`src/rtl/pong_game_ctrl_pkg.sv`:
```
// Shared types for the pong match sequencer.
// State codes are also decoded by debug/overlay logic.
package pong_game_ctrl_pkg;

  typedef enum logic [2:0] {
    ST_IDLE   = 3'd0,
    ST_SERVE  = 3'd1,
    ST_PLAY   = 3'd2,
    ST_WAIT   = 3'd3,
    ST_SCORED = 3'd4,
    ST_OVER   = 3'd5
  } state_t;

  function automatic int clamp1(input int v);
    return (v < 1) ? 1 : v;
  endfunction

endpackage

```
`src/rtl/pong_game_ctrl_if.sv`:
```
// Handshake between the match sequencer and the ball/paddle datapath.
// master = sequencer side, slave = physics side.
interface pong_game_ctrl_if;

  logic phys_step;
  logic phys_done;
  logic miss_l;
  logic miss_r;
  logic ball_reset;
  logic serve_dir;

  modport master (
    output phys_step, ball_reset, serve_dir,
    input  phys_done, miss_l, miss_r
  );

  modport slave (
    input  phys_step, ball_reset, serve_dir,
    output phys_done, miss_l, miss_r
  );

endinterface

```
`src/rtl/pong_game_ctrl_frame_timer.sv`:
```
// Frame down-counter: load, decrement on frame tick, expire on last tick.
// Load values are pre-clamped to >= 1 by the caller.
module pong_game_ctrl_frame_timer #(
  parameter int W = 8
) (
  input  logic         clk,
  input  logic         rst_n,
  input  logic         load,
  input  logic [W-1:0] load_val,
  input  logic         tick,
  output logic         expire
);

  logic [W-1:0] cnt;

  always_ff @(posedge clk or negedge rst_n) begin
    if (!rst_n) begin
      cnt <= '0;
    end else if (load) begin
      cnt <= load_val;
    end else if (tick && cnt != '0) begin
      cnt <= cnt - 1'b1;
    end
  end

  assign expire = tick && (cnt == W'(1));

endmodule

```
`src/rtl/pong_game_ctrl.sv`:
```
// Pong match sequencer: attract, serve, play, point pause, game over.
// Issues one physics step per frame and keeps score and serve direction.
module pong_game_ctrl
  import pong_game_ctrl_pkg::*;
#(
  parameter int SCORE_W      = 4,
  parameter int WIN_SCORE    = 9,
  parameter int SERVE_FRAMES = 60,
  parameter int PAUSE_FRAMES = 30,
  parameter int STEP_TIMEOUT = 255
) (
  input  logic               clk,
  input  logic               rst_n,
  input  logic               frame_tick,
  input  logic               start_btn,
  pong_game_ctrl_if.master   phys,
  output logic               paddle_en,
  output logic [SCORE_W-1:0] score_l,
  output logic [SCORE_W-1:0] score_r,
  output logic [2:0]         game_state,
  output logic               winner,
  output logic               step_err
);

  localparam int SERVE_LD = clamp1(SERVE_FRAMES);
  localparam int PAUSE_LD = clamp1(PAUSE_FRAMES);
  localparam int FMAX = (SERVE_LD > PAUSE_LD) ? SERVE_LD : PAUSE_LD;
  localparam int FW = $clog2(FMAX + 1);
  localparam int TW = (STEP_TIMEOUT < 1) ? 1 : $clog2(STEP_TIMEOUT + 1);
  localparam logic [SCORE_W-1:0] WIN = SCORE_W'(WIN_SCORE);
  localparam logic [TW-1:0] TMO = TW'(STEP_TIMEOUT);

  state_t state, state_nxt;

  logic               start_q;
  logic               st_edge;
  logic [TW-1:0]      tcnt;
  logic               timeout;
  logic               f_load;
  logic [FW-1:0]      f_val;
  logic               f_exp;
  logic               hit_l;
  logic               hit_r;
  logic               hit_b;
  logic [SCORE_W-1:0] sl_inc;
  logic [SCORE_W-1:0] sr_inc;

  logic [SCORE_W-1:0] sl_n;
  logic [SCORE_W-1:0] sr_n;
  logic               dir_n;
  logic               win_n;
  logic               err_n;
  logic               step_n;
  logic               brst_n;

  assign st_edge = start_btn & ~start_q;
  assign timeout = (state == ST_WAIT) && (tcnt == TMO);
  assign hit_l   = phys.phys_done & phys.miss_l & ~phys.miss_r;
  assign hit_r   = phys.phys_done & phys.miss_r & ~phys.miss_l;
  assign hit_b   = phys.phys_done & phys.miss_l & phys.miss_r;
  assign sl_inc  = score_l + 1'b1;
  assign sr_inc  = score_r + 1'b1;

  assign game_state = state;

  assign f_load = (state_nxt != state) &&
                  (state_nxt == ST_SERVE || state_nxt == ST_SCORED);
  assign f_val  = (state_nxt == ST_SERVE) ? FW'(SERVE_LD) : FW'(PAUSE_LD);

  pong_game_ctrl_frame_timer #(.W(FW)) u_timer (
    .clk      (clk),
    .rst_n    (rst_n),
    .load     (f_load),
    .load_val (f_val),
    .tick     (frame_tick),
    .expire   (f_exp)
  );

  always_ff @(posedge clk or negedge rst_n) begin
    if (!rst_n) state <= ST_IDLE;
    else        state <= state_nxt;
  end

  always_comb begin
    state_nxt = state;
    unique case (state)
      ST_IDLE, ST_OVER: begin
        if (st_edge) state_nxt = ST_SERVE;
      end
      ST_SERVE: begin
        if (f_exp) state_nxt = ST_PLAY;
      end
      ST_PLAY: begin
        if (frame_tick) state_nxt = ST_WAIT;
      end
      ST_WAIT: begin
        if (hit_l)
          state_nxt = (sr_inc == WIN) ? ST_OVER : ST_SCORED;
        else if (hit_r)
          state_nxt = (sl_inc == WIN) ? ST_OVER : ST_SCORED;
        else if (hit_b)
          state_nxt = ST_SCORED;
        else if (phys.phys_done || timeout)
          state_nxt = ST_PLAY;
      end
      ST_SCORED: begin
        if (f_exp) state_nxt = ST_SERVE;
      end
      default: state_nxt = ST_IDLE;
    endcase
  end

  always_comb begin
    sl_n   = score_l;
    sr_n   = score_r;
    dir_n  = phys.serve_dir;
    win_n  = winner;
    err_n  = step_err;
    step_n = 1'b0;
    brst_n = 1'b0;
    unique case (state)
      ST_IDLE, ST_OVER: begin
        if (st_edge) begin
          sl_n   = '0;
          sr_n   = '0;
          dir_n  = 1'b1;
          win_n  = 1'b0;
          err_n  = 1'b0;
          brst_n = 1'b1;
        end
      end
      ST_PLAY: step_n = frame_tick;
      ST_WAIT: begin
        if (hit_l) begin
          sr_n  = sr_inc;
          dir_n = 1'b0;
          if (sr_inc == WIN) win_n = 1'b1;
        end else if (hit_r) begin
          sl_n  = sl_inc;
          dir_n = 1'b1;
          if (sl_inc == WIN) win_n = 1'b0;
        end else if (!phys.phys_done && timeout) begin
          err_n = 1'b1;
        end
      end
      ST_SCORED: brst_n = f_exp;
      default: ;
    endcase
  end

  // Step-timeout counter runs only while a physics step is outstanding.
  always_ff @(posedge clk or negedge rst_n) begin
    if (!rst_n) begin
      tcnt <= '0;
    end else if (state != ST_WAIT) begin
      tcnt <= '0;
    end else if (!timeout) begin
      tcnt <= tcnt + 1'b1;
    end
  end

  always_ff @(posedge clk or negedge rst_n) begin
    if (!rst_n) begin
      start_q         <= 1'b0;
      score_l         <= '0;
      score_r         <= '0;
      phys.serve_dir  <= 1'b1;
      winner          <= 1'b0;
      step_err        <= 1'b0;
      phys.phys_step  <= 1'b0;
      phys.ball_reset <= 1'b0;
      paddle_en       <= 1'b0;
    end else begin
      start_q         <= start_btn;
      score_l         <= sl_n;
      score_r         <= sr_n;
      phys.serve_dir  <= dir_n;
      winner          <= win_n;
      step_err        <= err_n;
      phys.phys_step  <= step_n;
      phys.ball_reset <= brst_n;
      paddle_en       <= (state_nxt == ST_SERVE) ||
                         (state_nxt == ST_PLAY) ||
                         (state_nxt == ST_WAIT);
    end
  end

endmodule

```
`src/flat_wrapper.sv`:
```
// flat-port wrapper written by rule: the top's interface ports become plain ports
module pong_game_ctrl_flat import pong_game_ctrl_pkg::*;
#(
  parameter int SCORE_W      = 4,
  parameter int WIN_SCORE    = 9,
  parameter int SERVE_FRAMES = 60,
  parameter int PAUSE_FRAMES = 30,
  parameter int STEP_TIMEOUT = 255
)
  (clk, rst_n, frame_tick, start_btn, paddle_en, score_l, score_r, game_state, winner, step_err, phys_phys_step, phys_ball_reset, phys_serve_dir, phys_phys_done, phys_miss_l, phys_miss_r);
  pong_game_ctrl_if phys_i ();
  input  logic clk;
  input  logic rst_n;
  input  logic frame_tick;
  input  logic start_btn;
  output logic paddle_en;
  output logic [SCORE_W-1:0] score_l;
  output logic [SCORE_W-1:0] score_r;
  output logic [2:0] game_state;
  output logic winner;
  output logic step_err;
  output wire logic [$bits(phys_i.phys_step)-1:0] phys_phys_step;
  output wire logic [$bits(phys_i.ball_reset)-1:0] phys_ball_reset;
  output wire logic [$bits(phys_i.serve_dir)-1:0] phys_serve_dir;
  input wire logic [$bits(phys_i.phys_done)-1:0] phys_phys_done;
  input wire logic [$bits(phys_i.miss_l)-1:0] phys_miss_l;
  input wire logic [$bits(phys_i.miss_r)-1:0] phys_miss_r;
  assign phys_phys_step = phys_i.phys_step;
  assign phys_ball_reset = phys_i.ball_reset;
  assign phys_serve_dir = phys_i.serve_dir;
  assign phys_i.phys_done = phys_phys_done;
  assign phys_i.miss_l = phys_miss_l;
  assign phys_i.miss_r = phys_miss_r;
  pong_game_ctrl #(.SCORE_W(SCORE_W), .WIN_SCORE(WIN_SCORE), .SERVE_FRAMES(SERVE_FRAMES), .PAUSE_FRAMES(PAUSE_FRAMES), .STEP_TIMEOUT(STEP_TIMEOUT)) u_core (.clk(clk), .rst_n(rst_n), .frame_tick(frame_tick), .start_btn(start_btn), .phys(phys_i), .paddle_en(paddle_en), .score_l(score_l), .score_r(score_r), .game_state(game_state), .winner(winner), .step_err(step_err));
endmodule
```
`config.mk`:
```
export PLATFORM = sky130hd
export DESIGN_NAME = pong_game_ctrl_flat
export DESIGN_NICKNAME = d
export VERILOG_FILES = /design/src/rtl/pong_game_ctrl_pkg.sv /design/src/rtl/pong_game_ctrl_if.sv /design/src/rtl/pong_game_ctrl_frame_timer.sv /design/src/rtl/pong_game_ctrl.sv /design/src/flat_wrapper.sv
export SDC_FILE = /design/constraint.sdc
export NUM_CORES = 1
export LEC_CHECK = 0
export ABC_AREA = 1
export CAP_MARGIN = 20
export CORE_MARGIN = 2
export CORE_UTILIZATION = 57
export CTS_BUF_LIST = sky130_fd_sc_hd__clkbuf_4
export DETAILED_ROUTE_END_ITERATION = 16
export GPL_ROUTABILITY_DRIVEN = 0
export PLACE_DENSITY_LB_ADDON = 0.15
export SLEW_MARGIN = 20
export SYNTH_ARGS = -nofsm -noshare
export SYNTH_HDL_FRONTEND = slang
export SYNTH_HIERARCHICAL = 1
export SYNTH_SLANG_ARGS = --single-unit
```
`constraint.sdc`:
```
create_clock -name clk -period 3.04 [get_ports clk]
set_clock_uncertainty 0.05 [all_clocks]
set_input_delay 0.456 -clock clk [delete_from_list [all_inputs] [get_ports clk]]
set_output_delay 0.456 -clock clk [all_outputs]
set_load 0.01 [all_outputs]
```
-- Word level (Yosys, flattened, before mapping)
Cells that the tools add are included.
- register bits after elaboration: 32
- bits of input ports: 7
- output and inout bits: 17
- add/sub/neg operators: 4
- eq/ne operators: 25
- mux-type cells: 39
- bitwise gates (word level): 9
- reductions and logical operators: 20
- operators by type and width (operator ; number):
    3-bit 2-to-1 mux ; 8
    6-bit 2-to-1 mux ; 3
    4-bit 2-to-1 mux ; 4
    8-bit 2-to-1 mux ; 2
    4-bit one-hot mux with 2 select lines ; 2
    1-bit 2-to-1 mux ; 15
    3-bit one-hot mux with 5 select lines ; 1
    3-bit by 2-bit == test with 1-bit output (second input constant) ; 4
    5-bit AND reduction ; 2
    3-bit == test (second input constant) ; 3
    4-bit by 1-bit adder with 4-bit output (second input constant) ; 2
    8-bit by 1-bit adder with 8-bit output (second input constant) ; 1
    4-bit == test (second input constant) ; 2
    8-bit == test (second input constant) ; 1
    2-bit inequality test (second input constant) ; 4
    1-bit one-hot mux with 2 select lines ; 4
    1-bit AND ; 6
    3-bit by 1-bit == test with 1-bit output (second input constant) ; 2
    6-bit by 1-bit == test with 1-bit output (second input constant) ; 1
    2-bit by 1-bit inequality test with 1-bit output (second input constant) ; 3
    3-bit by 2-bit inequality test with 1-bit output (second input constant) ; 2
    3-bit AND reduction ; 2
    6-bit nonzero test ; 1
    6-bit by 1-bit subtractor with 6-bit output (second input constant) ; 1
    other kinds (11) ; 21

-- Logic depth before layout (Yosys ltp)
Gate-level depths: netlist of run 1.
- word-level depth: 12
- gate-level depth with buffers: 20
- mapped depth without buffers: 19

-- Modules after synthesis
Netlist of run 1, hierarchy kept.
- by module, submodules not included (module ; instances ; cells each ; area an instance (um^2) ; sequential area each (um^2)):
    pong_game_ctrl ; 1 ; 182 ; 1470.2 ; 651.9
    pong_game_ctrl_frame_timer ; 1 ; 65 ; 485.5 ; 150.1

-- Worst setup path after synthesis of run 1
No wires, ideal clock.
- path type: reg2reg
- start point: register u_core.u_timer.cnt[1]
- end point: register u_core.u_timer.cnt[5]
- data arrival time: 2.046 ns
- data required time: 2.873 ns
- path slack: 0.827 ns
- stages on the path, launching flop included: 20
- buffers on the path: 1
- cell sequence: dfrtp_1 -> inv_1 -> ha_1 -> nand2_1 -> nor2_1 -> nand4_1 -> nand2_1 -> nor2_1 -> nand2_1 -> nor2_2 -> nand2_4 -> nand3_4 -> nand2_1 -> nand2_1 -> inv_1 -> buf_6 -> inv_4 -> or2_2 -> nand3_1 -> nand2_1
- cells in the longest elaborated chain, start to end: 8
- elaborated cells on any way between the ends: 17
- RTL lines (element ; line ; source):
    start, declared ; pong_game_ctrl_frame_timer.sv:14 ; logic [W-1:0] cnt;
    start signal, assigned ; pong_game_ctrl_frame_timer.sv:20 ; cnt <= load_val;
    start signal, assigned ; pong_game_ctrl_frame_timer.sv:22 ; cnt <= cnt - 1'b1;
    6-bit by 1-bit == test with 1-bit output * ; pong_game_ctrl_frame_timer.sv:26 ; assign expire = tick && (cnt == W'(1));
    1-bit logical AND * ; pong_game_ctrl_frame_timer.sv:26 ;
    net u_core.f_exp ; pong_game_ctrl.sv:41 ; logic f_exp;
    3-bit 2-to-1 mux (on tied branches) ; pong_game_ctrl.sv:107, pong_game_ctrl.sv:91 ;
    3-bit one-hot mux with 5 select lines * ; pong_game_ctrl.sv:86 ; unique case (state)
    net u_core.state_nxt[0] ; pong_game_ctrl.sv:33 ; state_t state, state_nxt;
    3-bit by 1-bit == test with 1-bit output / 3-bit == test (equally long branches) ; pong_game_ctrl.sv:67 ; (state_nxt == ST_SERVE || state_nxt == ST_SCORED);
    1-bit logical OR ; pong_game_ctrl.sv:67 ;
    1-bit logical AND * ; pong_game_ctrl.sv:66 ; assign f_load = (state_nxt != state) &&
    net u_core.f_load ; pong_game_ctrl.sv:39 ; logic f_load;
    6-bit 2-to-1 mux / 2-bit nonzero test (equally long branches) ; -- ;
The timed path passes the listed nets; every way through them passes the cells marked *. The select of a mux whose other input is x is not followed.
A chain may end at the register's enable or synchronous reset.

-- Worst setup path after layout of run 1
- start point: register u_core.u_timer.cnt[1]
- end point: register u_core.u_timer.cnt[5]
- cells in the longest elaborated chain, start to end: 8
- elaborated cells on any way between the ends: 17
- RTL lines (element ; line):
    6-bit by 1-bit == test with 1-bit output * ; pong_game_ctrl_frame_timer.sv:26
    1-bit logical AND * ; pong_game_ctrl_frame_timer.sv:26
    net u_core.f_exp ; pong_game_ctrl.sv:41
    3-bit 2-to-1 mux (on tied branches) ; pong_game_ctrl.sv:107, pong_game_ctrl.sv:91
    3-bit one-hot mux with 5 select lines * ; pong_game_ctrl.sv:86
    3-bit by 1-bit == test with 1-bit output / 3-bit == test (equally long branches) ; pong_game_ctrl.sv:67
    1-bit logical OR ; pong_game_ctrl.sv:67
    1-bit logical AND * ; pong_game_ctrl.sv:66
    net u_core.f_load ; pong_game_ctrl.sv:39
    6-bit 2-to-1 mux / 2-bit nonzero test (equally long branches) ; --
Marked as above.

==> results of run 1 <==
kinds of logic (layout without fill, tap and decap cells):
kind of cell	count (synthesis)	count (layout)	synth area share (%)
fa+ha+maj	8	8	5.12
buf+inv	41	72	8.57
other cells	2	4	0.384
compound gates	38	38	11.3
xor+xnor	2	2	0.896
flops	32	32	41.0
simple gates	124	124	32.8
layer usage:
metal | vias to the layer above | wire [um] | track usage, %
met5 | - | 0 | 0
met1 | 754 | 1780 | 28.5
met2 | 34 | 1750 | 35.1
met3 | 9 | 122 | 3.42
met4 | 0 | 73 | 9.44
li1 | 858 | - | -
stage by stage:
stage | util (%) | power, mW | setup WS (ns)
floorplan | - | 1.61 | 0.827
finish | 69.4 | 2.13 | 0.463
detailed placement | 67.9 | 1.91 | 0.236
global route | 69.4 | 2.37 | 0.212
CTS | 69.4 | 2.15 | 0.483
global placement | 67.9 | 1.89 | 0.303
placed cells by master, fill, tap and decap left out, types with 2 or more instances in the layout:
cell type,instances
a211oi_1,4
a21oi_1,9
buf_4,2
clkbuf_4,5
clkdlybuf4s50_1,23
clkinv_2,2
conb_1,4
dfrtp_1,31
ha_1,8
inv_1,37
nand2_1,56
nand2_4,3
nand3_1,21
nand3_2,3
nand3_4,3
nand4_1,6
nor2_1,19
nor2_2,3
nor2_4,4
o21ai_0,17
o21ai_2,2
o22ai_1,2
or2_2,3
layout make-up:
type,count,area (sq um)
Fill cell,293,1010
Multi-Input combinational cell,176,993
Sequential cell,32,802
Timing Repair Buffer,25,245
Inverter,39,149
Tap cell,46,57.6
Clock buffer,5,37.5
Clock inverter,3,13.8
flip-flops by register name, summed over array words and instances (netlist names):
signal / cells
u_core/paddle_en: 1
u_core/tcnt: 8
u_core/u_timer/cnt: 6
u_core/step_err: 1
u_core/winner: 1
u_core/score_r: 4
u_core/phys.serve_dir: 1
u_core/phys.phys_step: 1
u_core/score_l: 4
u_core/start_q: 1
u_core/game_state: 3
u_core/phys.ball_reset: 1
Yosys cell counts:
| cell | instances | area share (%) |
|---|---|---|
| dfrtp_1 | 31 | 40 |
| o21ai_0 | 17 | 4.4 |
| inv_2 | 1 | 0.19 |
| nor2_4 | 4 | 2.3 |
| a21boi_0 | 1 | 0.38 |
| nand2_4 | 3 | 1.7 |
| nand4_1 | 6 | 1.9 |
| o31ai_1 | 1 | 0.38 |
| inv_1 | 37 | 7.1 |
| ha_1 | 8 | 5.1 |
| conb_1 | 2 | 0.38 |
| dfstp_2 | 1 | 1.3 |
| o21ai_2 | 2 | 0.90 |
| o22ai_1 | 2 | 0.64 |
| xor2_1 | 1 | 0.45 |
| nor2_2 | 3 | 0.96 |
| nor2_1 | 19 | 3.6 |
| or2_2 | 3 | 0.96 |
| inv_4 | 1 | 0.32 |
| nand2_1 | 56 | 11 |
| a211oi_1 | 4 | 1.5 |
| nand2_2 | 1 | 0.32 |
| nor3_1 | 1 | 0.26 |
| or2_1 | 1 | 0.32 |
| nand3_1 | 21 | 5.4 |
| a21oi_1 | 9 | 2.3 |
| nand3_4 | 3 | 2.7 |
| buf_4 | 1 | 0.38 |
| buf_6 | 1 | 0.58 |
| xnor2_1 | 1 | 0.45 |
| a31oi_1 | 1 | 0.32 |
| a21oi_2 | 1 | 0.45 |
| nand3_2 | 3 | 1.5 |
power groups by stage:
stage / sequential (mW) / combinational [mW] / clock, mW
5_1_grt: 0.740 / 1.37 / 0.253
3_3_place_gp: 0.721 / 1.17 / 0
6_report: 0.713 / 1.19 / 0.225
2_1_floorplan: 0.721 / 0.886 / 0
3_5_place_dp: 0.724 / 1.18 / 0
4_1_cts: 0.715 / 1.20 / 0.235
worst max-delay path: cells and delay by family (launching register included):
| kind | cells | cell delay, ns |
|---|---|---|
| and+or+nand+nor | 12 | 1.38 |
| buffers and inverters | 3 | 0.45 |
| DFF | 1 | 0.41 |
| adders and majority gates | 1 | 0.17 |
final timing paths:
check,startpoint,endpoint,slack (ns)
max in group asynchronous,rst_n,u_core/phys.serve_dir,2.14
hold reg to reg,u_core/tcnt[5],u_core/tcnt[5],0.44
hold / removal,u_core/tcnt[5],u_core/tcnt[5],0.44
min in group asynchronous,rst_n,u_core/u_timer/cnt[2],0.47
setup reg to reg,u_core/u_timer/cnt[1],u_core/u_timer/cnt[5],0.46
setup / recovery,u_core/u_timer/cnt[1],u_core/u_timer/cnt[5],0.46
==> metrics.cfg, run 1 <==
[worst_setup_path]
cpPeakStageDelay_ns=0.41
worstPathCellList=inv_1 > ha_1 > nand2_1 > nor2_1 > nor2_1 > nor2_1 > nand2_1 > nor2_2 > nand3_1 > nand3_1 > nand2_1 > inv_1 > inv_4 > or2_2 > nand3_1 > nand2_1
cpMaxStageDelayCell=dfrtp_1
crit_type=reg2reg
cp_max_fo=9
cp-start-kind=register
crit_arrival_ns=2.75
reg2regPathDepth=16
cp-end-kind=register
cp.required_ns=3.22
cp_common_cell=nand2_1

[clock_network]
insertion_delay_ns=0.32
cts_tree=built
clkTransAtPathRegs_ns=0.10
cts_resized=0
clock_sinks=32
h-tree-depth=2
cts_root_buffer=clkbuf_4
post-cts-setup-buffer-count=0
postCtsHoldBufs=0
clk_path_buf_depth=2
cts_made_buffers=5

[timing]
whs_ns=0.442
finalSetupViolCount=0
finalSetupTns_ns=0
fin_crit_ns=2.58
hold_violations=0
rsz0062_at_grt=no
fin_crit_sh_pct=84.8
finalMaxSlewViolations=0
fmax_ghz=0.388

[floorplan]
die_h_um=62.6
die_x_um=62.6
die_area_sq_um=3920
rows=21
core_area_sq_um=3310
ios=24
initial_core_util_pct=59.1

[power]
switchingPower_mw=0.990
power_density_nw_per_um2=927
peakVddDrop_uv=697
p_comb_share_pct=55.9
seq_power_share_pct=33.5
p_leak_nw=1.09
swShare_pct=46.5
internal_power_mw=1.14
p_clk_share_pct=10.6

[yosys]
synth_area_sq_um=1960
ys_seq_area_share_pct=41.0
ys_warn_count=6
ys_ff_latch=32
postSynthCellCount=247
ys_types=33
avgSynthCellArea_sq_um=7.92

[outcome]
outcome=finished, final reports clean

[routing]
wire_per_inst_um=11.4
final_antenna_net_count=0
vias=1655
drc=0
drt-vias-per-instance=5.08
drt_iter0_markers=105
drtPass1Iterations=4
wirelength_um=3730

[placement]
dp.cells=318
place_area_sq_um=2250
dp_hpwl_um=2800
portBuffers=23

[cells_and_area]
nets=294
drive_gt1_share_pct=12.5
syn_to_final_growth_pct=17.5
final_cell_area_sq_um=2300
num_antenna_cells=0
fin_cells=326

[grt]
grt_usage_pct=21.6
overflow=0
grt_pass1_vias=1562
grt_max_degree=33
antenna_found_initial=0
grt_pass1_wl_um=6830

[hold_path]
holdPathStages=1
hold_path.class=reg2reg

[job]
maxCapViolations=0

Power figures use the tool's default switching activity.
==> run 2, diff against run 1 <==
Settings changed: CORE_UTILIZATION 57 to 52.
Clock period 3.04 ns to 2.15 ns, I/O delays scaled along.
==> run 2 against run 1 <==
Against the previous run:
- the flow now finishes with violations (setup timing)
- final cell count up 15%
- hold slack worse by 0.11 ns
- global-route usage up 0.57 points
- sequential cell count unchanged
- via count up 12%
- routed wire length up 21%
- largest power group unchanged
- die area up 9.0%
- critical path depth up 2
==> metrics.cfg, run 2 (synthesis gave the netlist of run 1 again) <==
[job]
maxCapViolations=0  ; unchanged

[grt]
grt_pass1_wl_um=7280  ; +6.6%
antenna_found_initial=0  ; unchanged
overflow=0  ; unchanged
grt_max_degree=33  ; unchanged
grt_pass1_vias=1714  ; +9.7%
grt_usage_pct=22.1  ; +0.57 points

[clock_network]
cts_root_buffer=clkbuf_4
cts_made_buffers=5  ; unchanged
clk_path_buf_depth=2  ; unchanged
insertion_delay_ns=0.34  ; +0.02 ns
clock_sinks=32  ; unchanged
clkTransAtPathRegs_ns=0.10  ; about the same
cts_tree=built
h-tree-depth=2  ; unchanged

[worst_setup_path]
worstPathCellList=ha_4 > nand2_4 > nor2_4 > nand4_1 > nand2_1 > nor2_1 > nand2_1 > nor2_4 > nand2_4 > nand2_2 > nand3_2 > nand2_2 > inv_2 > buf_6 > buf_6 > buf_4 > nand2_2 > nand3_2
crit_type=reg2reg
cpPeakStageDelay_ns=0.43  ; +0.02 ns
cp-start-kind=register
cp_common_cell=nand2_2
r2r-start=u_core/u_timer/cnt[0]
regToRegSetupSlack_ns=-0.05  ; -0.51 ns
cp.required_ns=2.33  ; -0.89 ns
cpMaxStageDelayCell=dfrtp_1
crit_end=u_core/u_timer/cnt[4]
cp_max_fo=8  ; -1
crit_arrival_ns=2.38  ; -0.37 ns
reg2regPathDepth=18  ; +2
cp-end-kind=register
path_buf_inv=4  ; +1
critPathTopFamily=simple AND/OR/NAND/NOR gates
r2r_end=u_core/u_timer/cnt[4]
cp.depth=18  ; +2
startpoint=u_core/u_timer/cnt[0]

[placement]
dp_hpwl_um=3050  ; +9.0%
portBuffers=23  ; unchanged
preCtsSetupSlack_ns=-0.297  ; -0.533 ns
place_area_sq_um=2500  ; +11%

[floorplan]
die_h_um=65.3  ; +4.4%
die_x_um=65.3  ; +4.4%
core_area_sq_um=3630  ; +9.8%
initial_core_util_pct=53.8  ; -5.2 points
ios=24  ; unchanged
rows=22  ; +4.8%
die_area_sq_um=4270  ; +9.0%

[timing]
finalSetupTns_ns=-0.0794  ; -0.0794 ns
fin_crit_ns=2.20  ; -0.376 ns
finalSetupViolCount=2  ; +2
rsz0062_at_grt=yes
fmax_ghz=0.455  ; +17%
hold_violations=0  ; unchanged
setup_slack_ns=-0.0502  ; -0.514 ns
fin_crit_sh_pct=102  ; +18 points
finalMaxSlewViolations=0  ; unchanged

[cells_and_area]
syn_to_final_growth_pct=42.4
final_cell_mix=49 x nand2_1, 47 x buf_4, 34 x inv_1
regMostFlops=u_core/tcnt
nets=342  ; +16%
fillers=267  ; -8.9%
seqCellArea_sq_um=805  ; +0.31%
drive_gt1_share_pct=32.3  ; +20 points
final_common_cell=nand2_1
multi_input_comb_area_sq_um=1090  ; +10%
top_regs=u_core/tcnt x8, u_core/u_timer/cnt x6
largest_reg_flops=8  ; unchanged
final_cell_area_sq_um=2780  ; +21%
utilization_pct=76.6  ; +7.2 points
num_antenna_cells=0  ; unchanged

[routing]
drt_iter0_markers=112  ; +6.7%
wire_per_inst_um=12.0  ; +5.3%
final_antenna_net_count=0  ; unchanged
vias=1854  ; +12%
wirelength_um=4530  ; +21%
drc=0  ; unchanged
drtPass1Iterations=4  ; unchanged
drt-vias-per-instance=4.93  ; -2.9%

[hold_path]
hold_path.class=in2async

[power]
switchingPower_mw=1.73  ; +75%
internal_power_mw=2.27  ; +99%
p_leak_nw=1.35  ; +23%
peakVddDrop_uv=1130  ; +62%
finalPower_mw=4.00  ; +88%
power_density_nw_per_um2=1440  ; +55%
p_clk_share_pct=8.8  ; -1.8 points
p_comb_share_pct=67.1  ; +11 points
swShare_pct=43.3  ; -3.2 points
seq_power_share_pct=24.2  ; -9.3 points

[outcome]
failed_checks=setup timing
outcome=complete, but fails checks

[run 2: cell type report]
class,instances,area share [%]
clock buffer,7,1.89
inverter,39,5.35
timing repair buffer,73,22.3
clock inverter,1,0.135
multi-input combinational,176,39.3
tap,48,2.16
sequential,32,28.9
[run 2: repair_timing]
action / 4_1_cts / 5_1_grt
pin swaps: 4 / 18
buffers inserted: 9 / 6
setup endpoints to repair: 6 / 7
hold buffers: 0 / 0
gates resized for setup: 7 / 26
[run 2: worst min path at each step]
stage                                from                     to  slack [ns]  cells past startpoint
after detailed placement   u_core/tcnt[5]         u_core/tcnt[5]        0.42                      1
after CTS                           rst_n  u_core/u_timer/cnt[1]        0.34                      2
after floorplan                     rst_n   u_core/game_state[0]       -0.02                      0
after global routing                rst_n  u_core/u_timer/cnt[4]        0.37                      2
after global placement    u_core/step_err        u_core/step_err        0.42                      2
final                               rst_n  u_core/u_timer/cnt[1]        0.33                      2
[run 2: metrics by stage]
stage,hold WS (ns),cells
2_1_floorplan,-0.0231,249
5_1_grt,0.366,376
3_5_place_dp,0.424,353
3_3_place_gp,0.422,353
4_1_cts,0.341,370
6_report,0.330,376
[run 2: metal layers]
layer / up-vias / part of all wire [%] / global-route usage (%)
met5: - / 0 / 0
li1: 956 / - / -
met4: 0 / 2.2 / 7.81
met2: 43 / 47 / 36.4
met3: 13 / 3.9 / 5.14
met1: 842 / 47 / 28.6
[run 2: power by group through the flow]
stage | clock, mW | sequential [mW] | combinational [mW]
final | 0.351 | 0.966 | 2.68
after global routing | 0.388 | 0.986 | 2.96
after CTS | 0.365 | 0.964 | 2.23
after detailed placement | 0 | 0.977 | 2.12
after global placement | 0 | 0.969 | 2.09
after floorplan | 0 | 1.02 | 1.26
==> run 3, diff against run 2 <==
Settings changed: GPL_ROUTABILITY_DRIVEN 0 to not set.
==> results of run 3 <==
Final layout, timing and power as in run 2 (identical DEF).
